$ cat src/rtl/bm_defs_pkg.sv
// Shared Bomberman definitions.
//   CD_*     : 2-bit facing/direction codes, also used by bomberman_module.
//   BTN_*    : bit positions of the committed button vector (wire order A..Right).
//   max2     : elaboration-time helper for counter sizing.
//   dir_pick : picks the highest-priority direction (U > D > L > R) from a
//              4-bit vector indexed by CD code.
package bm_defs_pkg;

  localparam logic [1:0] CD_U = 2'b00;
  localparam logic [1:0] CD_R = 2'b01;
  localparam logic [1:0] CD_D = 2'b10;
  localparam logic [1:0] CD_L = 2'b11;

  localparam int BTN_A     = 0;
  localparam int BTN_B     = 1;
  localparam int BTN_SEL   = 2;
  localparam int BTN_START = 3;
  localparam int BTN_UP    = 4;
  localparam int BTN_DOWN  = 5;
  localparam int BTN_LEFT  = 6;
  localparam int BTN_RIGHT = 7;

  function automatic int max2(input int a, input int b);
    return (a > b) ? a : b;
  endfunction

  // Caller guarantees at least one bit of v is set when the result matters.
  function automatic logic [1:0] dir_pick(input logic [3:0] v);
    if (v[CD_U]) return CD_U;
    if (v[CD_D]) return CD_D;
    if (v[CD_L]) return CD_L;
    return CD_R;
  endfunction

endpackage

$ cat src/rtl/sync_2ff.sv
// Two-flop synchronizer for a single asynchronous input.
//   clk    : destination clock
//   reset  : synchronous, active-high; both flops load RST_VAL
//   i_d    : asynchronous input
//   o_q    : synchronized output (two clk cycles of latency)
module sync_2ff #(
  parameter logic RST_VAL = 1'b0
) (
  input  logic clk,
  input  logic reset,
  input  logic i_d,
  output logic o_q
);

  logic r_meta;
  logic r_sync;

  always_ff @(posedge clk) begin
    if (reset) begin
      r_meta <= RST_VAL;
      r_sync <= RST_VAL;
    end else begin
      r_meta <= i_d;
      r_sync <= r_meta;
    end
  end

  assign o_q = r_sync;

endmodule

$ cat src/rtl/nes_pad_reader.sv
// NES serial gamepad poller.
// Periodically latches the pad, clocks out 8 active-low bits and commits them
// as direction levels, a facing code and one-shot A/Start pulses.
//   clk, reset          : system clock, synchronous active-high reset
//   pad_data            : serial data from pad (active-low, asynchronous)
//   pad_latch, pad_clk  : registered strobes to the pad, never high together
//   L, R, U, D          : direction levels with opposing pairs cancelled
//   cd                  : facing code (CD_U/CD_R/CD_D/CD_L)
//   bomb_p, start_p     : one-cycle pulses on A / Start press edges
//   btn                 : raw committed buttons, active-high, {R,L,D,U,Start,Sel,B,A}
//   poll_done           : one-cycle pulse in the cycle the outputs change
module nes_pad_reader
  import bm_defs_pkg::*;
#(
  parameter int POLL_DIV  = 1_666_666,
  parameter int LATCH_CYC = 1200,
  parameter int HALF_CYC  = 600
) (
  input  logic       clk,
  input  logic       reset,
  input  logic       pad_data,
  output logic       pad_latch,
  output logic       pad_clk,
  output logic       L,
  output logic       R,
  output logic       U,
  output logic       D,
  output logic [1:0] cd,
  output logic       bomb_p,
  output logic       start_p,
  output logic [7:0] btn,
  output logic       poll_done
);

  localparam int POLL_W = max2(1, $clog2(POLL_DIV));
  localparam int PH_W   = max2(1, $clog2(max2(LATCH_CYC, HALF_CYC)));

  typedef enum logic [2:0] {S_IDLE, S_LATCH, S_WAIT, S_PULSE, S_UPDATE} state_t;

  state_t            r_state, w_state_next;
  logic [POLL_W-1:0] r_poll_cnt;
  logic [PH_W-1:0]   r_phase;
  logic [2:0]        r_idx;
  logic [7:0]        r_shift;
  logic              r_pad_latch, r_pad_clk;
  logic              r_l, r_r, r_u, r_d;
  logic [1:0]        r_cd;
  logic              r_bomb_p, r_start_p, r_poll_done;
  logic [7:0]        r_btn;

  logic              w_sync_q, w_bit, w_tick, w_phase_last;
  logic [3:0]        w_held, w_prev_held, w_new;
  logic [1:0]        w_cd_next;

  // Pad idles high (released), so the synchronizer resets to 1.
  sync_2ff #(.RST_VAL(1'b1)) u_sync (
    .clk   (clk),
    .reset (reset),
    .i_d   (pad_data),
    .o_q   (w_sync_q)
  );
  assign w_bit = ~w_sync_q;

  // Free-running poll timer; its tick is only honoured in IDLE.
  assign w_tick = (r_poll_cnt == POLL_W'(POLL_DIV - 1));
  always_ff @(posedge clk) begin
    if (reset || w_tick) r_poll_cnt <= '0;
    else                 r_poll_cnt <= r_poll_cnt + 1'b1;
  end

  assign w_phase_last = (r_state == S_LATCH) ? (r_phase == PH_W'(LATCH_CYC - 1))
                                             : (r_phase == PH_W'(HALF_CYC - 1));

  always_comb begin
    w_state_next = r_state;
    case (r_state)
      S_IDLE:   if (w_tick) w_state_next = S_LATCH;
      S_LATCH:  if (w_phase_last) w_state_next = S_WAIT;
      S_WAIT:   if (w_phase_last) w_state_next = (r_idx == 3'd7) ? S_UPDATE : S_PULSE;
      S_PULSE:  if (w_phase_last) w_state_next = S_WAIT;
      S_UPDATE: w_state_next = S_IDLE;
      default:  w_state_next = S_IDLE;
    endcase
  end

  always_ff @(posedge clk) begin
    if (reset) begin
      r_state     <= S_IDLE;
      r_phase     <= '0;
      r_idx       <= '0;
      r_shift     <= '0;
      r_pad_latch <= 1'b0;
      r_pad_clk   <= 1'b0;
    end else begin
      r_state <= w_state_next;
      // Phase restarts on every state change so each state times itself.
      if (w_state_next != r_state || r_state == S_IDLE) r_phase <= '0;
      else                                              r_phase <= r_phase + 1'b1;
      if (r_state == S_PULSE && w_phase_last) r_idx <= r_idx + 1'b1;
      else if (r_state == S_UPDATE)           r_idx <= '0;
      // Sample only at the very end of the low half, after the pad has settled.
      if (r_state == S_WAIT && w_phase_last) r_shift[r_idx] <= w_bit;
      // Strobes decode the next state so they are clean flop outputs.
      r_pad_latch <= (w_state_next == S_LATCH);
      r_pad_clk   <= (w_state_next == S_PULSE);
    end
  end

  // Direction vectors indexed by CD code, opposing pairs cancelled.
  assign w_held[CD_U] = r_shift[BTN_UP]    & ~r_shift[BTN_DOWN];
  assign w_held[CD_D] = r_shift[BTN_DOWN]  & ~r_shift[BTN_UP];
  assign w_held[CD_L] = r_shift[BTN_LEFT]  & ~r_shift[BTN_RIGHT];
  assign w_held[CD_R] = r_shift[BTN_RIGHT] & ~r_shift[BTN_LEFT];
  assign w_prev_held[CD_U] = r_u;
  assign w_prev_held[CD_D] = r_d;
  assign w_prev_held[CD_L] = r_l;
  assign w_prev_held[CD_R] = r_r;
  assign w_new = w_held & ~w_prev_held;

  // A fresh press wins; otherwise keep facing while it is held; otherwise
  // fall back to any held direction; with nothing held keep the last facing.
  always_comb begin
    w_cd_next = r_cd;
    if (|w_new)               w_cd_next = dir_pick(w_new);
    else if (w_held[r_cd])    w_cd_next = r_cd;
    else if (|w_held)         w_cd_next = dir_pick(w_held);
  end

  always_ff @(posedge clk) begin
    if (reset) begin
      r_btn       <= '0;
      r_l         <= 1'b0;
      r_r         <= 1'b0;
      r_u         <= 1'b0;
      r_d         <= 1'b0;
      r_cd        <= CD_D;
      r_bomb_p    <= 1'b0;
      r_start_p   <= 1'b0;
      r_poll_done <= 1'b0;
    end else begin
      r_bomb_p    <= 1'b0;
      r_start_p   <= 1'b0;
      r_poll_done <= 1'b0;
      if (r_state == S_UPDATE) begin
        r_btn       <= r_shift;
        r_u         <= w_held[CD_U];
        r_d         <= w_held[CD_D];
        r_l         <= w_held[CD_L];
        r_r         <= w_held[CD_R];
        r_cd        <= w_cd_next;
        r_bomb_p    <= r_shift[BTN_A]     & ~r_btn[BTN_A];
        r_start_p   <= r_shift[BTN_START] & ~r_btn[BTN_START];
        r_poll_done <= 1'b1;
      end
    end
  end

  assign pad_latch = r_pad_latch;
  assign pad_clk   = r_pad_clk;
  assign L         = r_l;
  assign R         = r_r;
  assign U         = r_u;
  assign D         = r_d;
  assign cd        = r_cd;
  assign bomb_p    = r_bomb_p;
  assign start_p   = r_start_p;
  assign btn       = r_btn;
  assign poll_done = r_poll_done;

endmodule

$ cat config.mk
export PLATFORM = sky130hd
export DESIGN_NAME = nes_pad_reader
export DESIGN_NICKNAME = d
export VERILOG_FILES = /design/src/rtl/bm_defs_pkg.sv /design/src/rtl/sync_2ff.sv /design/src/rtl/nes_pad_reader.sv
export SDC_FILE = /design/constraint.sdc
export NUM_CORES = 1
export LEC_CHECK = 0
export ABC_AREA = 1
export CAP_MARGIN = 20
export CORE_ASPECT_RATIO = 1.5
export CORE_MARGIN = 1
export CORE_UTILIZATION = 56
export DETAILED_ROUTE_END_ITERATION = 12
export HOLD_SLACK_MARGIN = 0.1
export PLACE_DENSITY_LB_ADDON = 0.25
export SLEW_MARGIN = 30
export SYNTH_ARGS = -nofsm -noshare
export SYNTH_HDL_FRONTEND = slang
export SYNTH_HIERARCHICAL = 1
export SYNTH_SLANG_ARGS = --single-unit
$ cat constraint.sdc
create_clock -name clk -period 2.07 [get_ports clk]
set_clock_uncertainty 0.05 [all_clocks]
set_input_delay 0.3105 -clock clk [delete_from_list [all_inputs] [get_ports clk]]
set_output_delay 0.3105 -clock clk [all_outputs]
set_load 0.05 [all_outputs]
# After elaboration in Yosys (flattened, before gate mapping)
# Index checks and enable logic that the tools add are counted.
[totals] elab_cells=119 inputBits=3 ff_bits=67 output_inout_bits=19
[op_classes] n_mux=53 order_cmp=3 addsub=3 bitwise_logic=16 reduce_logical=14 eq_ne=12
[ops] op="two-way mux 2 bit" count=15
[ops] op="two-way mux 1 bit" count=28
[ops] op="adder 21 x 1 -> 21 bit, second input constant" count=1
[ops] op="== test 21 bit, second input constant" count=1
[ops] op="two-way mux 3 bit" count=6
[ops] op="adder 11 x 1 -> 11 bit, second input constant" count=1
[ops] op="== test 11 x 10 -> 1 bit, second input constant" count=1
[ops] op="== test 11 bit, second input constant" count=1
[ops] op="== test 3 x 2 -> 1 bit, second input constant" count=3
[ops] op="case mux 3 bit (3 select lines)" count=1
[ops] op="bitwise mux 8 bit" count=1
[ops] op="NOT 1 bit" count=8
[ops] op="OR reduction 4 bit" count=2
[ops] op="bitwise AND 1 bit" count=6
[ops] op="== test 3 x 1 -> 1 bit, second input constant" count=2
[ops] op="== test 3 bit, second input constant" count=2
[ops] op="OR reduction 2 bit" count=3
[ops] op="bitwise AND 4 bit" count=1
[ops] op="less-than comparator 3 x 4 -> 1 bit, second input constant" count=1
[ops] op="NOT 4 bit" count=1
[ops] op="nonzero test 2 bit" count=2
[ops] op="adder 3 x 1 -> 3 bit, second input constant" count=1
[ops] op="demux 1 bit (select 3 bit)" count=1
[ops] op=">= comparator 3 x 1 -> 1 bit, second input constant" count=1
[ops] op="other kinds (8)" count=11

# Longest topological paths before layout
[logic_depth] depth_word=21 mapped_depth=15 ltp_nobuf=14

# Hierarchy
# The synthesis kept the hierarchy.
[by_module_without_submodules] module="nes_pad_reader" instances=1 cells_per_inst=414 seq_area_each_um2=1301.2 area_each_um2=3062.9
[by_module_without_submodules] module="sync_2ff" instances=1 cells_per_inst=7 seq_area_each_um2=40.0 area_each_um2=58.8

# Worst setup path after synthesis
# OpenSTA, ideal clock, no wires.
[synth_timing] path_type="flip-flop to flip-flop" startpoint="register r_phase[0]" endpoint="register r_phase[5]" setup_slack_ns=0.459 t_arrival_ns=1.499 setup_ns=0.062 path_stages_with_launch=13 required_ns=1.958 synth_period_minus_slack_ns=1.611 n_path_buf=1 cell_sequence="dfxtp_1 -> ha_1 -> nand2_1 -> nor2_1 -> inv_1 -> a21oi_1 -> nand4_1 -> nand2_1 -> nand2_1 -> nand2_1 -> nand2_1 -> buf_6 -> nor2_2"
[synth_between] elab_chain_len=7 elab_cells_between_ends=10 cone_classes="1 x add/sub; 3 x eq/ne; 4 x mux; 2 x reduce/logical"
[synth_lines] item="from (decl)" line_no="nes_pad_reader.sv:42" rtl="logic [PH_W-1:0] r_phase;"
[synth_lines] item="from (signal assigned)" line_no="nes_pad_reader.sv:98" rtl="else r_phase <= r_phase + 1'b1;"
[synth_lines] item="== test 11 x 10 -> 1 bit or == test 11 bit (tied branches)" line_no="nes_pad_reader.sv:72, nes_pad_reader.sv:71"
[synth_lines] item="two-way mux 1 bit" line_no="nes_pad_reader.sv:71" rtl="assign w_phase_last = (r_state == S_LATCH) ? (r_phase == PH_W'(LATCH_CYC - 1))"
[synth_lines] item="two-way mux 3 bit, on equally long branches" line_no="nes_pad_reader.sv:78, nes_pad_reader.sv:80, nes_pad_reader.sv:79"
[synth_lines] item="case mux 3 bit (3 select lines)" line_no="nes_pad_reader.sv:76" rtl="case (r_state)"
[synth_lines] item="!= test 3 bit" line_no="nes_pad_reader.sv:97" rtl="if (w_state_next != r_state || r_state == S_IDLE) r_phase <= '0;"
[synth_lines] item="logical OR 1 bit" line_no="nes_pad_reader.sv:97"
[synth_lines] item="OR reduction 2 bit (no source line)"
# Several ways; a longest one is shown, not always the timed one.
# A chain may end at the register's enable or synchronous reset.

# Worst setup path after layout
[layout_timing] startpoint="register r_u (netlist: U)" endpoint="output U"
[layout_lines] item="from (decl)" line_no="nes_pad_reader.sv:46" rtl="logic r_l, r_r, r_u, r_d;"
[layout_lines] item="from (signal assigned)" line_no="nes_pad_reader.sv:146" rtl="r_u <= w_held[CD_U];"
[layout_lines] item="to (decl)" line_no="nes_pad_reader.sv:26" rtl="output logic U,"
# No word-level cell between the ends.

==> flow_summary.json <==
{
  "postRouteAntennaNets": 0,
  "worst_slew_pin_slew_ns": 0.518,
  "ys_types": 33,
  "regToRegEndpoint": "r_phase[3]$_SDFF_PP0_",
  "drc_errors": 0,
  "async_flop_share": 0,
  "drtPass1Iterations": 4,
  "clk_latency_ns": 0.34,
  "overflow": 0,
  "synth.most_common_cell": "nand2_1",
  "clockBufferDepth": 2,
  "num_rows": 32,
  "crit_fanout": 5,
  "wirelength_mm": 6.05,
  "die_area_um2": 5880,
  "slowest_stage": "clkdlybuf4s50_1",
  "rr_worst_depth": 11,
  "synth_area_per_cell_um2": 7.42,
  "final-max-slew-violation-count": 0,
  "syn_inst": 421,
  "worstSetupPathType": "register to output pin",
  "cpPeakStageDelay_ns": 0.82,
  "r2r_start": "r_phase[0]$_SDFF_PP0_",
  "yosysSeqAreaShare": 0.430,
  "n_antenna_cell": 0,
  "area_growth_syn_to_layout_pct": 16.4,
  "syn-cell-area_um2": 3120,
  "fin_nets": 459,
  "max-slew-margin-rel": 0.653,
  "pin_count": 22,
  "die-height_um": 93.4,
  "tns_ns": 0,
  "synth_edf_count": 0,
  "coreArea_um2": 5250,
  "power_density_nw_per_um2": 698,
  "grtUsageTotal": 0.229,
  "crit_end": "U",
  "dr_total_vias": 2659,
  "synth_top_area_cell": "dfxtp_1",
  "outcome": "finished clean",
  "required_ns": 1.71,
  "synth_ff_type": "dfxtp_1",
  "worst-path-stages": 1,
  "place_hpwl_mm": 4.41,
  "clkSinkCount": 67,
  "rsz0062_at_grt": "false",
  "die_width_um": 63.0,
  "h-tree-depth": 3,
  "totalPowerFinal_w": 0.00253,
  "ys_ff_latch": 67,
  "cp_top_family": "buffers and inverters",
  "first_iter_violations": 90,
  "hold_violations": 0,
  "cp-startpoint": "U$_SDFFE_PP0P_",
  "gp_congestion": 0.864,
  "via_per_inst": 5.09,
  "hold_ws_ns": 0.362,
  "period_share": 0.927,
  "synth_area_leaders": "dfxtp_1, nand2_1, inv_1",
  "cts_tree": "built",
  "antenna_found_initial": 0,
  "grt_pass1_wl_mm": 10.6,
  "synth_nets": 431,
  "worst-r2r-setup-slack_ns": 0.22,
  "cap_violations": 0,
  "fmax_ghz": 0.521,
  "hold_buffers": 0,
  "synth_common_cells": "nand2_1, dfxtp_1, inv_1",
  "end_kind": "output pin",
  "grt_max_degree": 23,
  "wl_per_cell_um": 11.6,
  "io_buffer_count": 21,
  "crit_chain": "clkdlybuf4s50_1",
  "drive_gt1_frac": 0.132,
  "holdCritPathClass": "register to register",
  "min_period_ns": 1.92,
  "cts_root_buf": "clkbuf_8",
  "cp.arrival_ns": 1.56,
  "first_global_vias": 2594,
  "cp.buffers_inverters": 1,
  "fillers": 418,
  "yosysTopAreaCellShare": 0.430,
  "leakagePower_nw": 1.40,
  "synth_warnings": 6,
  "startpoint_type": "register",
  "clk_pin_slew_ns": 0.08,
  "floorplan.initialDensity": 0.595,
  "vdd_ir_drop_max_mv": 0.638,
  "cts_buffers": 9,
  "finalSetupViolCount": 0
}
## routing by layer
metal / vias up / share of wire / track usage
li1: 1392 / - / -
met1: 1215 / 0.44 / 0.248
met2: 40 / 0.50 / 0.401
met3: 12 / 0.023 / 0.0378
met4: 0 / 0.035 / 0.157
met5: - / 0 / 0
## flip-flops by register name (all words and copies together) (netlist names)
name and count:
D 1, L 1, R 1, U 1, bomb_p 1, btn 8, cd 2, pad_clk 1
pad_latch 1, poll_done 1, r_idx 3, r_phase 11, r_poll_cnt 21, r_shift 8, r_state 3, start_p 1
u_sync/o_q 1, u_sync/r_meta 1
## kinds of logic (layout without fill, tap and decap cells)
| logic type | Yosys count | after routing | share of synthesized area |
|---|---|---|---|
| adders and majority gates | 7 | 7 | 0.0281 |
| AOI/OAI and AO/OA | 62 | 62 | 0.103 |
| buffers and inverters | 73 | 106 | 0.0930 |
| DFF | 67 | 67 | 0.430 |
| xor gates and xnor gates | 15 | 15 | 0.0421 |
| and+or+nand+nor | 197 | 197 | 0.304 |
## placed cells by master, fill, tap and decap left out, drive strengths merged, types with 5 or more instances in the layout
master         synthesis  routed
xor2                  12      12
nor3                  14      14
ha                     7       7
nor2                  55      55
clkbuf                 5       9
nand2                 84      84
o21ai                 20      20
a21oi                 35      35
buf                    4       5
or2                    5       5
nand4                  7       7
dfxtp                 67      67
inv                   64      64
nand3                 27      27
clkdlybuf4s50          0      21
## what timing repair did
item                                   in CTS  in global routing
gates resized for setup                     0                  3
setup buffers                               0                  0
setup endpoints to repair                   0                 12
endpoints found under the hold margin       0                  0
## power breakdown
part           leakage (nW)  internal, W  switching [W]  total (W)
registers             0.541      0.00129     0.00000823    0.00130
logic                 0.754    0.0000165      0.0000286  0.0000451
clock network         0.101     0.000673       0.000514    0.00119
## cell type report
class | count | area [um2] | share of cell area
multi-input cells | 281 | 1500 | 0.414
flip-flops and latches | 67 | 1340 | 0.369
repair buffers | 26 | 248 | 0.0682
inverters | 64 | 240 | 0.0661
clock buffers | 9 | 124 | 0.0341
clock inverters | 7 | 92.6 | 0.0255
well taps | 68 | 85.1 | 0.0234
## how the worst min path moves through the flow
| stage | from | end | slack (ns) | cells past startpoint |
|---|---|---|---|---|
| global route | u_sync/r_meta$_SDFF_PP1_ | u_sync/o_q$_SDFF_PP1_ | 0.40 | 2 |
| global placement | u_sync/r_meta$_SDFF_PP1_ | u_sync/o_q$_SDFF_PP1_ | 0.34 | 2 |
| finish | u_sync/r_meta$_SDFF_PP1_ | u_sync/o_q$_SDFF_PP1_ | 0.36 | 2 |
| detailed placement | u_sync/r_meta$_SDFF_PP1_ | u_sync/o_q$_SDFF_PP1_ | 0.35 | 2 |
| CTS | u_sync/r_meta$_SDFF_PP1_ | u_sync/o_q$_SDFF_PP1_ | 0.36 | 2 |
| floorplan | u_sync/r_meta$_SDFF_PP1_ | u_sync/o_q$_SDFF_PP1_ | 0.34 | 2 |
## stage by stage
stage / util / area, um2 / cells / worst slack (ns)
after floorplan: - / 3120 / 421 / 0.459
after global placement: 0.649 / 3400 / 506 / 0.150
after detailed placement: 0.649 / 3400 / 506 / 0.0264
after CTS: 0.690 / 3620 / 522 / 0.00492
after global routing: 0.693 / 3630 / 522 / 0.0505
final: 0.693 / 3630 / 522 / 0.152
Power figures use the tool's default switching activity.
